===== config.mk =====
export PLATFORM = sky130hd
export DESIGN_NAME = apbs2ahblm
export DESIGN_NICKNAME = d
export VERILOG_FILES = /design/src/rtl/apbs2ahblm.sv
export SDC_FILE = /design/constraint.sdc
export NUM_CORES = 1
export LEC_CHECK = 0
export ABC_CLOCK_PERIOD_IN_PS = 2140
export BUFFER_PORTS_ARGS = -buffer_cell sky130_fd_sc_hd__buf_2
export CORE_MARGIN = 2
export CORE_UTILIZATION = 47
export CTS_BUF_LIST = sky130_fd_sc_hd__clkbuf_2
export DETAILED_ROUTE_END_ITERATION = 6
export GPL_TIMING_DRIVEN = 0
export PLACE_DENSITY = 0.78
export SETUP_SLACK_MARGIN = 0.02
export SLEW_MARGIN = 0
export SYNTH_ARGS = -nofsm -noshare
export SYNTH_HDL_FRONTEND = slang
export SYNTH_SLANG_ARGS = --single-unit

===== constraint.sdc =====
create_clock -name HCLK -period 2.14 [get_ports HCLK]
set_input_delay 0.321 -clock HCLK [delete_from_list [all_inputs] [get_ports HCLK]]
set_output_delay 0.321 -clock HCLK [all_outputs]
set_load 0.01 [all_outputs]

===== src/rtl/apbs2ahblm.sv =====
// APB slave to AHB-lite master bridge: one AHB single transfer per APB access, PREADY wait-states until done.
// Latency 3 cycles setup->PREADY minimum; HREADY low stretches ADDR/DATA. Optional error path: APBS2AHBLM_ERR_EN.
module apbs2ahblm #(
    parameter logic [2:0] HSIZE_VAL = 3'b010
) (
    input  logic        HCLK,
    input  logic        HRESETn,
    input  logic        PSEL,
    input  logic        PENABLE,
    input  logic        PWRITE,
    input  logic [31:0] PADDR,
    input  logic [31:0] PWDATA,
    output logic [31:0] PRDATA,
    output logic        PREADY,
    output logic [31:0] HADDR,
    output logic [1:0]  HTRANS,
    output logic        HWRITE,
    output logic [2:0]  HSIZE,
    output logic [31:0] HWDATA,
`ifdef APBS2AHBLM_ERR_EN
    input  logic        HRESP,
    output logic        PSLVERR,
`endif
    input  logic        HREADY,
    input  logic [31:0] HRDATA
);

    typedef enum logic [1:0] {
        ST_IDLE = 2'd0,
        ST_ADDR = 2'd1,
        ST_DATA = 2'd2,
        ST_DONE = 2'd3
    } state_t;

    localparam logic [1:0] TRANS_IDLE   = 2'b00;
    localparam logic [1:0] TRANS_NONSEQ = 2'b10;

    state_t      state_q;
    logic [31:0] addr_q;
    logic        write_q;
    logic [31:0] wdata_q;
    logic [31:0] hwdata_q;
    logic [1:0]  htrans_q;
    logic [31:0] prdata_q;
    logic        pready_q;
`ifdef APBS2AHBLM_ERR_EN
    logic        err_q;
    logic        pslverr_q;
    logic        err_now;

    // Error seen in an earlier wait cycle or in the completing cycle itself.
    assign err_now = err_q | HRESP;
`endif

    always_ff @(posedge HCLK or negedge HRESETn) begin
        if (!HRESETn) begin
            state_q   <= ST_IDLE;
            addr_q    <= '0;
            write_q   <= 1'b0;
            wdata_q   <= '0;
            hwdata_q  <= '0;
            htrans_q  <= TRANS_IDLE;
            prdata_q  <= '0;
            pready_q  <= 1'b0;
`ifdef APBS2AHBLM_ERR_EN
            err_q     <= 1'b0;
            pslverr_q <= 1'b0;
`endif
        end else begin
            case (state_q)
                ST_IDLE: begin
                    pready_q <= 1'b0;
                    // Only a setup phase starts a transfer; a stale access phase is ignored.
                    if (PSEL && !PENABLE) begin
                        addr_q   <= PADDR;
                        write_q  <= PWRITE;
                        wdata_q  <= PWDATA;
                        htrans_q <= TRANS_NONSEQ;
                        state_q  <= ST_ADDR;
`ifdef APBS2AHBLM_ERR_EN
                        err_q    <= 1'b0;
`endif
                    end
                end
                ST_ADDR: begin
                    if (HREADY) begin
                        htrans_q <= TRANS_IDLE;
                        hwdata_q <= wdata_q;
                        state_q  <= ST_DATA;
                    end
                end
                ST_DATA: begin
`ifdef APBS2AHBLM_ERR_EN
                    if (HRESP) begin
                        err_q <= 1'b1;
                    end
                    if (HREADY) begin
                        if (!write_q && !err_now) begin
                            prdata_q <= HRDATA;
                        end
                        pslverr_q <= err_now;
                        pready_q  <= 1'b1;
                        state_q   <= ST_DONE;
                    end
`else
                    if (HREADY) begin
                        if (!write_q) begin
                            prdata_q <= HRDATA;
                        end
                        pready_q <= 1'b1;
                        state_q  <= ST_DONE;
                    end
`endif
                end
                ST_DONE: begin
                    pready_q  <= 1'b0;
`ifdef APBS2AHBLM_ERR_EN
                    pslverr_q <= 1'b0;
`endif
                    state_q   <= ST_IDLE;
                end
                default: begin
                    state_q <= ST_IDLE;
                end
            endcase
        end
    end

    assign HADDR  = addr_q;
    assign HWRITE = write_q;
    assign HWDATA = hwdata_q;
    assign HTRANS = htrans_q;
    assign HSIZE  = HSIZE_VAL;
    assign PRDATA = prdata_q;
    assign PREADY = pready_q;
`ifdef APBS2AHBLM_ERR_EN
    assign PSLVERR = pslverr_q;
`endif

endmodule


==> impl_metrics.json <==
{
  "syn_area_per_cell_um2": 17.4,
  "dieArea_mm2": 0.0121,
  "grt_pass1_vias": 3978,
  "maxCapViolCount": 0,
  "dp.cells": 645,
  "grt_max_degree": 73,
  "wl_um": 12600,
  "die_x_um": 110,
  "critPathArrivalTime_ps": 2330,
  "finalHoldViolCount": 0,
  "crit_required_ps": 2690,
  "synth.largest_area_cell": "dfrtp_1",
  "grt_overflow": 0,
  "cts-root-buf": "clkbuf_2",
  "yosys_warnings": 0,
  "yosysTopAreaCellShare_pct": 63.2,
  "routabilityCongestion": 0.712,
  "crit_fanout": 10,
  "finish.utilization_pct": 70.9,
  "worstMarginPinSlew_ps": 668,
  "syn_inst": 302,
  "fmax_mhz": 564,
  "cts_sinks": 133,
  "fillCellCount": 708,
  "dr.pass1.iters": 4,
  "synthTopCellsByArea": "dfrtp_1 (63%), mux2_4 (14%), mux2_1 (11%), mux2_2 (6.6%), buf_6 (1.1%)",
  "startpoint_type": "register",
  "power_leakage_nw": 3.98,
  "p_per_area_mw_per_mm2": 1290,
  "final-setup-viol-count": 0,
  "multi_input_area_mm2": 0.00180,
  "syn_to_final_growth_pct": 46.6,
  "end_kind": "register",
  "cts_max_path_buffers": 2,
  "grt_antenna_before_repair": 2,
  "crit_chain": "inv_1 > ha_1 > nand3b_1 > buf_2 > mux2_1",
  "fin_cells": 777,
  "die_h_um": 110,
  "hp-class": "input pin to register",
  "grt_usage_pct": 21.7,
  "cp_top_family": "flip-flops",
  "grt_pass1_wl_um": 19300,
  "path_clk_slew_ps": 200,
  "nets": 728,
  "period_share_pct": 82.8,
  "drtIter0Drc": 117,
  "final_max_slew_viol_count": 0,
  "slew_headroom_pct": 55.5,
  "io_pins": 205,
  "drc": 0,
  "postLayoutSetupSlackWorst_ps": 368,
  "layout_common_cells": "buf_2 (206), dfrtp_1 (133), dlygate4sd3_1 (98), mux2_4 (50), mux2_1 (50)",
  "synth_seq_cells": 133,
  "crit_type": "register to register",
  "port_buffers": 200,
  "drive_gt1_share_pct": 51.7,
  "ant_nets": 0,
  "cpPeakStageDelay_ps": 420,
  "routedWlPerCell_um": 16.3,
  "final.setup_skew_ps": 26.3,
  "dp_hpwl_um": 7740,
  "num_vias": 3695,
  "dp_slack_ps": 387,
  "numCtsBuffers": 17,
  "rsz0062_at_grt": "false",
  "tritoncts": "done",
  "regArea_mm2": 0.00333,
  "cp_slowest_cell": "dfrtp_1",
  "min_period_ps": 1770,
  "outcome": "complete, no violations",
  "viasPerCell": 4.76,
  "fp-row-count": 38,
  "start_util_pct": 48.4,
  "final_common_cell": "buf_2",
  "netlist_area_mm2": 0.00527,
  "clock_latency_ps": 670,
  "irDropWorstVdd_mv": 0.780,
  "core_mm2": 0.0109,
  "h-tree-depth": 4,
  "synth.distinct_cells": 18,
  "synth_seq_area_share_pct": 63.2,
  "crit_buf_inv": 2
}
==> per-layer routing <==
metal	up-vias	wire length, µm	track usage, %
met2	166	6380	37.9
met1	1799	4820	23.3
met3	35	955	6.52
li1	1695	-	-
met4	0	481	12.1
met5	-	0	0
==> state kept, by name (all words and copies together) (netlist names) <==
name     cells
wdata_q     32
HWRITE       1
HTRANS       1
PREADY       1
HWDATA      32
PRDATA      32
state_q      2
HADDR       32
==> timing repair <==
action                                 4_1_cts  5_1_grt
endpoints found under the hold margin      168        0
hold buffers                                98        0
gates resized for setup                      0        0
setup buffers                                0        0
==> kinds of logic (layout without fill, tap and decap cells) <==
family / after synthesis / after routing / synth area share [%]
buffers and inverters: 21 / 352 / 2.73
AOI/OAI and AO/OA: 3 / 3 / 0.428
muxes: 133 / 133 / 31.9
DFF: 133 / 133 / 63.2
other: 2 / 6 / 0.143
and+or+nand+nor: 6 / 6 / 0.618
adders and majority gates: 4 / 4 / 0.950
==> where the power goes <==
group | internal (W) | leakage (nW) | switching [W]
clock | 0.000645 | 0.143 | 0.000921
combinational | 0.00226 | 2.24 | 0.00170
sequential | 0.00377 | 1.59 | 0.000649
==> stage by stage <==
step                      total power [W]  hold WS [ps]  cell area [µm²]  TNS (ps)
final                             0.00995          69.8             7720         0
after global routing               0.0106          35.7             7720         0
after CTS                          0.0100          2.54             7720         0
after detailed placement          0.00830           378             6480         0
after global placement            0.00811           469             6450   -117810
after floorplan                   0.00675          25.4             5280         0
==> worst paths after layout <==
path                            start     endpoint  slack, ps  cells after the start
max                        state_q[0]   PRDATA[28]        370                      5
min                            HREADY   state_q[0]         70                      3
max reg2reg                state_q[0]   PRDATA[28]        370                      5
min reg2reg                HWDATA[20]   HWDATA[20]        500                      1
max in group asynchronous     HRESETn  wdata_q[20]       1210                      3
min in group asynchronous     HRESETn    HADDR[16]        190                      2
==> synth_stat cells (all sizes together) <==
| master | number |
|---|---|
| dfrtp | 133 |
| mux2 | 131 |
| buf | 17 |
| ha | 4 |
| inv | 4 |
| conb | 2 |
| mux2i | 2 |
| nand3b | 2 |
| nor2 | 2 |
| a21oi | 1 |
| a22o | 1 |
| a2bb2oi | 1 |
| nand2 | 1 |
| nand2b | 1 |
==> worst min-delay path: cells and delay by family <==
| family | cells | cell delay (ps) |
|---|---|---|
| AO/OA/AOI/OAI | 1 | 170 |
| buffers and inverters | 1 | 120 |
| multiplexers | 1 | 120 |
==> area by class of cell <==
class | instances | share of cell area (%)
Multi-Input combinational cell | 150 | 23.4
Inverter | 4 | 0.194
Tap cell | 140 | 2.27
Buffer | 17 | 1.67
Clock inverter | 14 | 2.07
Antenna cell | 2 | 0.0648
Sequential cell | 133 | 43.1
Clock buffer | 18 | 1.17
Timing Repair Buffer | 299 | 26.1
Note: power is estimated with default switching activity, not from simulation.
